===== src/rtl/rect_fill_writer_if.sv =====
// Command and pixel-write bundle for rect_fill_writer.
// master: the fill writer (drives status and pixel writes).
// slave:  the command source / SRAM-controller side.
interface rect_fill_writer_if;
  logic        start;
  logic [9:0]  cmd_x;
  logic [9:0]  cmd_y;
  logic [9:0]  cmd_w;
  logic [9:0]  cmd_h;
  logic [15:0] cmd_color;
  logic        busy;
  logic        done;
  logic        program_valid;
  logic        program_ready;
  logic [9:0]  program_x;
  logic [9:0]  program_y;
  logic [15:0] program_data;

  modport master (
    input  start, cmd_x, cmd_y, cmd_w, cmd_h, cmd_color, program_ready,
    output busy, done, program_valid, program_x, program_y, program_data
  );

  modport slave (
    output start, cmd_x, cmd_y, cmd_w, cmd_h, cmd_color, program_ready,
    input  busy, done, program_valid, program_x, program_y, program_data
  );
endinterface


===== src/rtl/rect_fill_writer.sv =====
// Rectangle-fill pixel producer: one command in, w*h row-major pixel writes out.
// Optional feature macro: RECT_FILL_CLIP_EN clips the rectangle to SCREEN_W x SCREEN_H
// at accept time; without it coordinates wrap modulo 1024.
module rect_fill_writer #(
  parameter int unsigned SCREEN_W = 640,
  parameter int unsigned SCREEN_H = 480
) (
  input logic                clk,
  input logic                reset_n,
  rect_fill_writer_if.master bus_io
);

  typedef enum logic [1:0] {StIdle, StRun, StDone} state_e;

  state_e      state_q, state_d;
  logic [9:0]  x0_q, x0_d;
  logic [9:0]  y0_q, y0_d;
  logic [9:0]  w_q, w_d;
  logic [9:0]  h_q, h_d;
  logic [15:0] color_q, color_d;
  logic [9:0]  col_q, col_d;
  logic [9:0]  row_q, row_d;

  logic [9:0]  eff_w, eff_h;
  logic        accept, hs, last_col, last_row;

  // Coordinates are 10 bits wide, so a larger screen cannot be addressed.
  if (SCREEN_W > 1023 || SCREEN_H > 1023) begin : g_screen_too_big
    $error("rect_fill_writer: SCREEN_W/SCREEN_H must fit 10-bit coordinates");
  end

`ifdef RECT_FILL_CLIP_EN
  localparam logic [10:0] ScreenW = 11'(SCREEN_W);
  localparam logic [10:0] ScreenH = 11'(SCREEN_H);
  logic [10:0] room_w, room_h;

  // Clip size to the visible area; an origin off-screen yields an empty rectangle.
  always_comb begin
    room_w = ScreenW - {1'b0, bus_io.cmd_x};
    room_h = ScreenH - {1'b0, bus_io.cmd_y};
    if ({1'b0, bus_io.cmd_x} >= ScreenW)     eff_w = '0;
    else if ({1'b0, bus_io.cmd_w} < room_w)  eff_w = bus_io.cmd_w;
    else                                     eff_w = room_w[9:0];
    if ({1'b0, bus_io.cmd_y} >= ScreenH)     eff_h = '0;
    else if ({1'b0, bus_io.cmd_h} < room_h)  eff_h = bus_io.cmd_h;
    else                                     eff_h = room_h[9:0];
  end
`else
  // No clipping: size taken as given, coordinates wrap.
  always_comb begin
    eff_w = bus_io.cmd_w;
    eff_h = bus_io.cmd_h;
  end
`endif

  // Handshake and end-of-row / end-of-rectangle decode.
  always_comb begin
    accept   = (state_q == StIdle) && bus_io.start;
    hs       = (state_q == StRun) && bus_io.program_ready;
    last_col = (col_q == w_q - 10'd1);
    last_row = (row_q == h_q - 10'd1);
  end

  // State and datapath registers; reset abandons any rectangle in flight.
  always_ff @(posedge clk or negedge reset_n) begin
    if (!reset_n) begin
      state_q <= StIdle;
      x0_q    <= '0;
      y0_q    <= '0;
      w_q     <= '0;
      h_q     <= '0;
      color_q <= '0;
      col_q   <= '0;
      row_q   <= '0;
    end else begin
      state_q <= state_d;
      x0_q    <= x0_d;
      y0_q    <= y0_d;
      w_q     <= w_d;
      h_q     <= h_d;
      color_q <= color_d;
      col_q   <= col_d;
      row_q   <= row_d;
    end
  end

  // Next-state logic.
  always_comb begin
    state_d = state_q;
    unique case (state_q)
      StIdle: begin
        if (bus_io.start) begin
          state_d = (eff_w == '0 || eff_h == '0) ? StDone : StRun;
        end
      end
      StRun:   if (hs && last_col && last_row) state_d = StDone;
      StDone:  state_d = StIdle;
      default: state_d = StIdle;
    endcase
  end

  // Command latch and row-major col/row stepping on each handshake.
  always_comb begin
    x0_d    = x0_q;
    y0_d    = y0_q;
    w_d     = w_q;
    h_d     = h_q;
    color_d = color_q;
    col_d   = col_q;
    row_d   = row_q;
    if (accept) begin
      x0_d    = bus_io.cmd_x;
      y0_d    = bus_io.cmd_y;
      w_d     = eff_w;
      h_d     = eff_h;
      color_d = bus_io.cmd_color;
      col_d   = '0;
      row_d   = '0;
    end else if (hs) begin
      if (last_col) begin
        col_d = '0;
        row_d = row_q + 10'd1;
      end else begin
        col_d = col_q + 10'd1;
      end
    end
  end

  // Outputs; pixel fields are zeroed outside RUN so reset forces them low.
  // busy covers the accept cycle too, hence the start term (gated by reset).
  always_comb begin
    bus_io.program_valid = (state_q == StRun);
    bus_io.program_x     = '0;
    bus_io.program_y     = '0;
    bus_io.program_data  = '0;
    if (state_q == StRun) begin
      bus_io.program_x    = x0_q + col_q;
      bus_io.program_y    = y0_q + row_q;
      bus_io.program_data = color_q;
    end
    bus_io.done = (state_q == StDone);
    bus_io.busy = reset_n && ((state_q != StIdle) || bus_io.start);
  end

endmodule


===== src/flat_wrapper.sv =====
// flat-port wrapper written by rule: the top's interface ports become plain ports
module rect_fill_writer_flat 
#(
  parameter int unsigned SCREEN_W = 640,
  parameter int unsigned SCREEN_H = 480
)
  (clk, reset_n, bus_io_start, bus_io_cmd_x, bus_io_cmd_y, bus_io_cmd_w, bus_io_cmd_h, bus_io_cmd_color, bus_io_program_ready, bus_io_busy, bus_io_done, bus_io_program_valid, bus_io_program_x, bus_io_program_y, bus_io_program_data);
  rect_fill_writer_if bus_io_i ();
  input logic clk;
  input logic reset_n;
  input wire logic [$bits(bus_io_i.start)-1:0] bus_io_start;
  input wire logic [$bits(bus_io_i.cmd_x)-1:0] bus_io_cmd_x;
  input wire logic [$bits(bus_io_i.cmd_y)-1:0] bus_io_cmd_y;
  input wire logic [$bits(bus_io_i.cmd_w)-1:0] bus_io_cmd_w;
  input wire logic [$bits(bus_io_i.cmd_h)-1:0] bus_io_cmd_h;
  input wire logic [$bits(bus_io_i.cmd_color)-1:0] bus_io_cmd_color;
  input wire logic [$bits(bus_io_i.program_ready)-1:0] bus_io_program_ready;
  output wire logic [$bits(bus_io_i.busy)-1:0] bus_io_busy;
  output wire logic [$bits(bus_io_i.done)-1:0] bus_io_done;
  output wire logic [$bits(bus_io_i.program_valid)-1:0] bus_io_program_valid;
  output wire logic [$bits(bus_io_i.program_x)-1:0] bus_io_program_x;
  output wire logic [$bits(bus_io_i.program_y)-1:0] bus_io_program_y;
  output wire logic [$bits(bus_io_i.program_data)-1:0] bus_io_program_data;
  assign bus_io_i.start = bus_io_start;
  assign bus_io_i.cmd_x = bus_io_cmd_x;
  assign bus_io_i.cmd_y = bus_io_cmd_y;
  assign bus_io_i.cmd_w = bus_io_cmd_w;
  assign bus_io_i.cmd_h = bus_io_cmd_h;
  assign bus_io_i.cmd_color = bus_io_cmd_color;
  assign bus_io_i.program_ready = bus_io_program_ready;
  assign bus_io_busy = bus_io_i.busy;
  assign bus_io_done = bus_io_i.done;
  assign bus_io_program_valid = bus_io_i.program_valid;
  assign bus_io_program_x = bus_io_i.program_x;
  assign bus_io_program_y = bus_io_i.program_y;
  assign bus_io_program_data = bus_io_i.program_data;
  rect_fill_writer #(.SCREEN_W(SCREEN_W), .SCREEN_H(SCREEN_H)) u_core (.clk(clk), .reset_n(reset_n), .bus_io(bus_io_i));
endmodule

===== config.mk =====
export PLATFORM = sky130hd
export DESIGN_NAME = rect_fill_writer_flat
export DESIGN_NICKNAME = d
export VERILOG_FILES = /design/src/rtl/rect_fill_writer_if.sv /design/src/rtl/rect_fill_writer.sv /design/src/flat_wrapper.sv
export SDC_FILE = /design/constraint.sdc
export NUM_CORES = 1
export LEC_CHECK = 0
export BUFFER_PORTS_ARGS = -buffer_cell sky130_fd_sc_hd__buf_2
export CAP_MARGIN = 15
export CORE_UTILIZATION = 38
export DETAILED_ROUTE_END_ITERATION = 8
export MAX_ROUTING_LAYER = met4
export PLACE_DENSITY = 0.59
export SLEW_MARGIN = 10
export SYNTH_ARGS = -nofsm -noshare
export SYNTH_HDL_FRONTEND = slang
export SYNTH_SLANG_ARGS = --single-unit

===== constraint.sdc =====
create_clock -name clk -period 6.2 [get_ports clk]
set_input_delay 0.62 -clock clk [delete_from_list [all_inputs] [get_ports clk]]
set_output_delay 0.62 -clock clk [all_outputs]
set_load 0.05 [all_outputs]

==> results.sh <==
export IMPL_status="finished, final reports clean"
export IMPL_path_cells="inv_1 > ha_1 > nor4b_2 > o311ai_0 > a32oi_1 > o21ai_1 > or4b_1 > nor4_1 > mux2i_1"
export IMPL_fin_skew_ns=0.007155
export IMPL_fillCellCount=1264
export IMPL_synth_nets=688
export IMPL_grt_pass1_vias=4416
export IMPL_startpoint="u_core.w_q[0]"
export IMPL_ir_drop_mv=0.3623
export IMPL_ctsLongestPathBuffers=2
export IMPL_period_share=0.5757
export IMPL_postLayoutCellArea_um2=5903
export IMPL_cap_viol_max_count=0
export IMPL_cts_buffers=9
export IMPL_clk_latency_ns=0.35
export IMPL_crit_slowest_cell="or4b_1"
export IMPL_grt_max_degree=60
export IMPL_cts_sinks=78
export IMPL_core_area_um2=12670
export IMPL_dieWidth_um=116.4
export IMPL_via_per_inst=5.135
export IMPL_postCtsSetupBuffers=0
export IMPL_postSynthAreaPerCell_um2=8.241
export IMPL_ios=99
export IMPL_antenna_found_initial=0
export IMPL_cts_tree="built"
export IMPL_synth_area_mux_share=0.004022
export IMPL_cts_root_buf="clkbuf_16"
export IMPL_max_slew_worst_pin_slew_ns=0.8020
export IMPL_routed_wl_um=12470
export IMPL_synthFlopType="dfrtp_1"
export IMPL_final_cell_mix="nand2_1, buf_2, dfrtp_1"
export IMPL_area_growth_pct=18.60
export IMPL_grt_ovfl_total=0
export IMPL_die_area_um2=13560
export IMPL_wl_per_cell_um=14.46
export IMPL_ys_ff_latch=78
export IMPL_grt_first_pass_wirelength_um=21000
export IMPL_power_density_nw_per_um2=516.5
export IMPL_num_vias=4426
export IMPL_fmax_mhz=280.1
export IMPL_grtUsageTotal=0.2073
export IMPL_drt_first_pass_iters=4
export IMPL_portBuffers=98
export IMPL_syn_instance_count=604
export IMPL_synth_compound_area_frac=0.1420
export IMPL_antenna_left=0
export IMPL_yosysWarnings=0
export IMPL_r2r_start="u_core.w_q[0]"
export IMPL_seq_area_frac_synth=0.3922
export IMPL_placement_cell_area_um2=5575
export IMPL_drt_iter0_drc=218
export IMPL_timing_final_ws_setup_ns=2.630
export IMPL_final_common_cell="nand2_1"
export IMPL_pre_cts_ws_ns=2.705
export IMPL_n_antenna_cell=0
export IMPL_cts_resized=0
export IMPL_row_count=41
export IMPL_ys_types=60
export IMPL_dp_hpwl_um=8924
export IMPL_async_flop_share=1.000
export IMPL_cp_data_required_time_ns=6.46
export IMPL_layout_core_utilization=0.4659
export IMPL_relSlewSlack=0.4653
export IMPL_slowest_delay_ns=0.75
export IMPL_holdCritPathClass="input pin to async pin"
export IMPL_p_leak_nw=3.002
export IMPL_crit_path_end_kind="register"
export IMPL_hold_violations=0
export IMPL_cts_hold_buf=0
export IMPL_rsz0062_at_grt="no"
export IMPL_synth_adder_area_share=0.06335
export IMPL_fin_setup_tns_ns=0
export IMPL_crit_type="register to register"
export IMPL_setup_viol=0
export IMPL_synth_top_family_by_area="simple AND/OR/NAND/NOR gates"
export IMPL_drv_slew=0
export IMPL_drc=0
export IMPL_nets=770
export IMPL_synth_edf_count=0
export IMPL_cp_arrival_ns=3.83
export IMPL_critical_path_peak_fanout=17
export IMPL_gp_congestion=0.8081
export IMPL_synthXorXnorAreaFrac=0.06863
export IMPL_critPathLaunchType="register"
export IMPL_syn_area_um2=4977
export IMPL_clkTransAtPathRegs_ns=0.06
export IMPL_fp_dieH_um=116.4
export IMPL_yosys_area_share_simple=0.2911
export IMPL_drive_above_1_share=0.1812
export IMPL_start_util=0.3928
export IMPL_fin_crit_ns=3.570
export IMPL_cts_max_level=3
cell type report:
cell class	instances	area, µm²	share of cell area
multi-input combinational	481	2841	0.4813
sequential	78	1952	0.3306
timing repair buffer	101	515.5	0.08733
clock buffer	11	252.7	0.04281
tap	172	215.2	0.03646
clock inverter	4	70.07	0.01187
inverter	15	56.30	0.009538
metrics by stage:
stage	total power, mW	hold slack, ns	std cells
floorplan	2.110	0.3244	604
global placement	2.450	0.4501	847
detailed placement	2.471	0.4551	847
CTS	3.071	0.1638	862
global route	3.276	0.1763	862
finish	3.049	0.1588	862
routing by layer:
layer / wire (µm) / vias to the layer above / GRT usage / part of all wire
met5: 0 / - / - / 0
met4: 180 / 0 / 0.08034 / 0.014
met3: 695 / 13 / 0.04930 / 0.056
met2: 5553 / 118 / 0.3168 / 0.45
met1: 6036 / 2076 / 0.2649 / 0.48
li1: - / 2219 / - / -
sequential cells by signal (all words and copies together), names as in the netlist:
name / flops
u_core.w_q: 10
u_core.col_q: 10
u_core.h_q: 10
u_core.x0_q: 10
u_core.state_q: 2
u_core.row_q: 10
u_core.y0_q: 10
u_core.color_q: 16
worst paths after layout:
| path | to | slack (ns) | cells past startpoint |
|---|---|---|---|
| max in group asynchronous | u_core.y0_q[0] | 4.99 | 2 |
| hold / removal | u_core.w_q[6] | 0.16 | 1 |
| setup reg to reg | u_core.row_q[9] | 2.63 | 9 |
| setup / recovery | u_core.row_q[9] | 2.63 | 9 |
| hold reg to reg | u_core.color_q[15] | 0.47 | 2 |
| min in group clk | u_core.y0_q[2] | 0.46 | 3 |
cell families (layout without fill, tap and decap cells):
group / count (synthesis) / after routing
compound gates: 102 / 102
xor+xnor: 39 / 39
fa+ha+maj: 24 / 24
buf+inv: 45 / 131
flops: 78 / 78
mux: 2 / 2
simple gates: 314 / 314
cell usage after synthesis (all sizes together) (8+ instances only):
| cell type | n | area [µm²] |
|---|---|---|
| xnor2 | 24 | 210.2 |
| and2 | 23 | 143.9 |
| nor3 | 12 | 60.06 |
| dfrtp | 78 | 1952 |
| inv | 15 | 56.30 |
| xor2 | 15 | 131.4 |
| nor2 | 34 | 127.6 |
| nand2b | 12 | 75.07 |
| o21ai | 28 | 140.1 |
| ha | 22 | 275.3 |
| a21oi | 17 | 85.08 |
| nand3 | 17 | 85.08 |
| nor2b | 10 | 62.56 |
| nor4 | 8 | 50.05 |
| nand2 | 173 | 649.4 |
| clkbuf | 23 | 87.58 |
where the power goes:
| part | total [mW] | leakage [nW] | internal (mW) | switching, mW |
|---|---|---|---|---|
| clock | 0.580 | 0.161 | 0.371 | 0.210 |
| combinational | 1.59 | 1.84 | 0.501 | 1.09 |
| sequential | 0.876 | 0.996 | 0.696 | 0.180 |
critical path, delay by kind of cell (launching register included):
kind                       cells  cell delay, ns
AOI/OAI and AO/OA              3            0.73
adders and majority gates      1            0.26
buffers and inverters          1            0.10
DFF                            1            0.43
muxes                          1            0.23
and+or+nand+nor                3            1.74
Power figures use the tool's default switching activity.
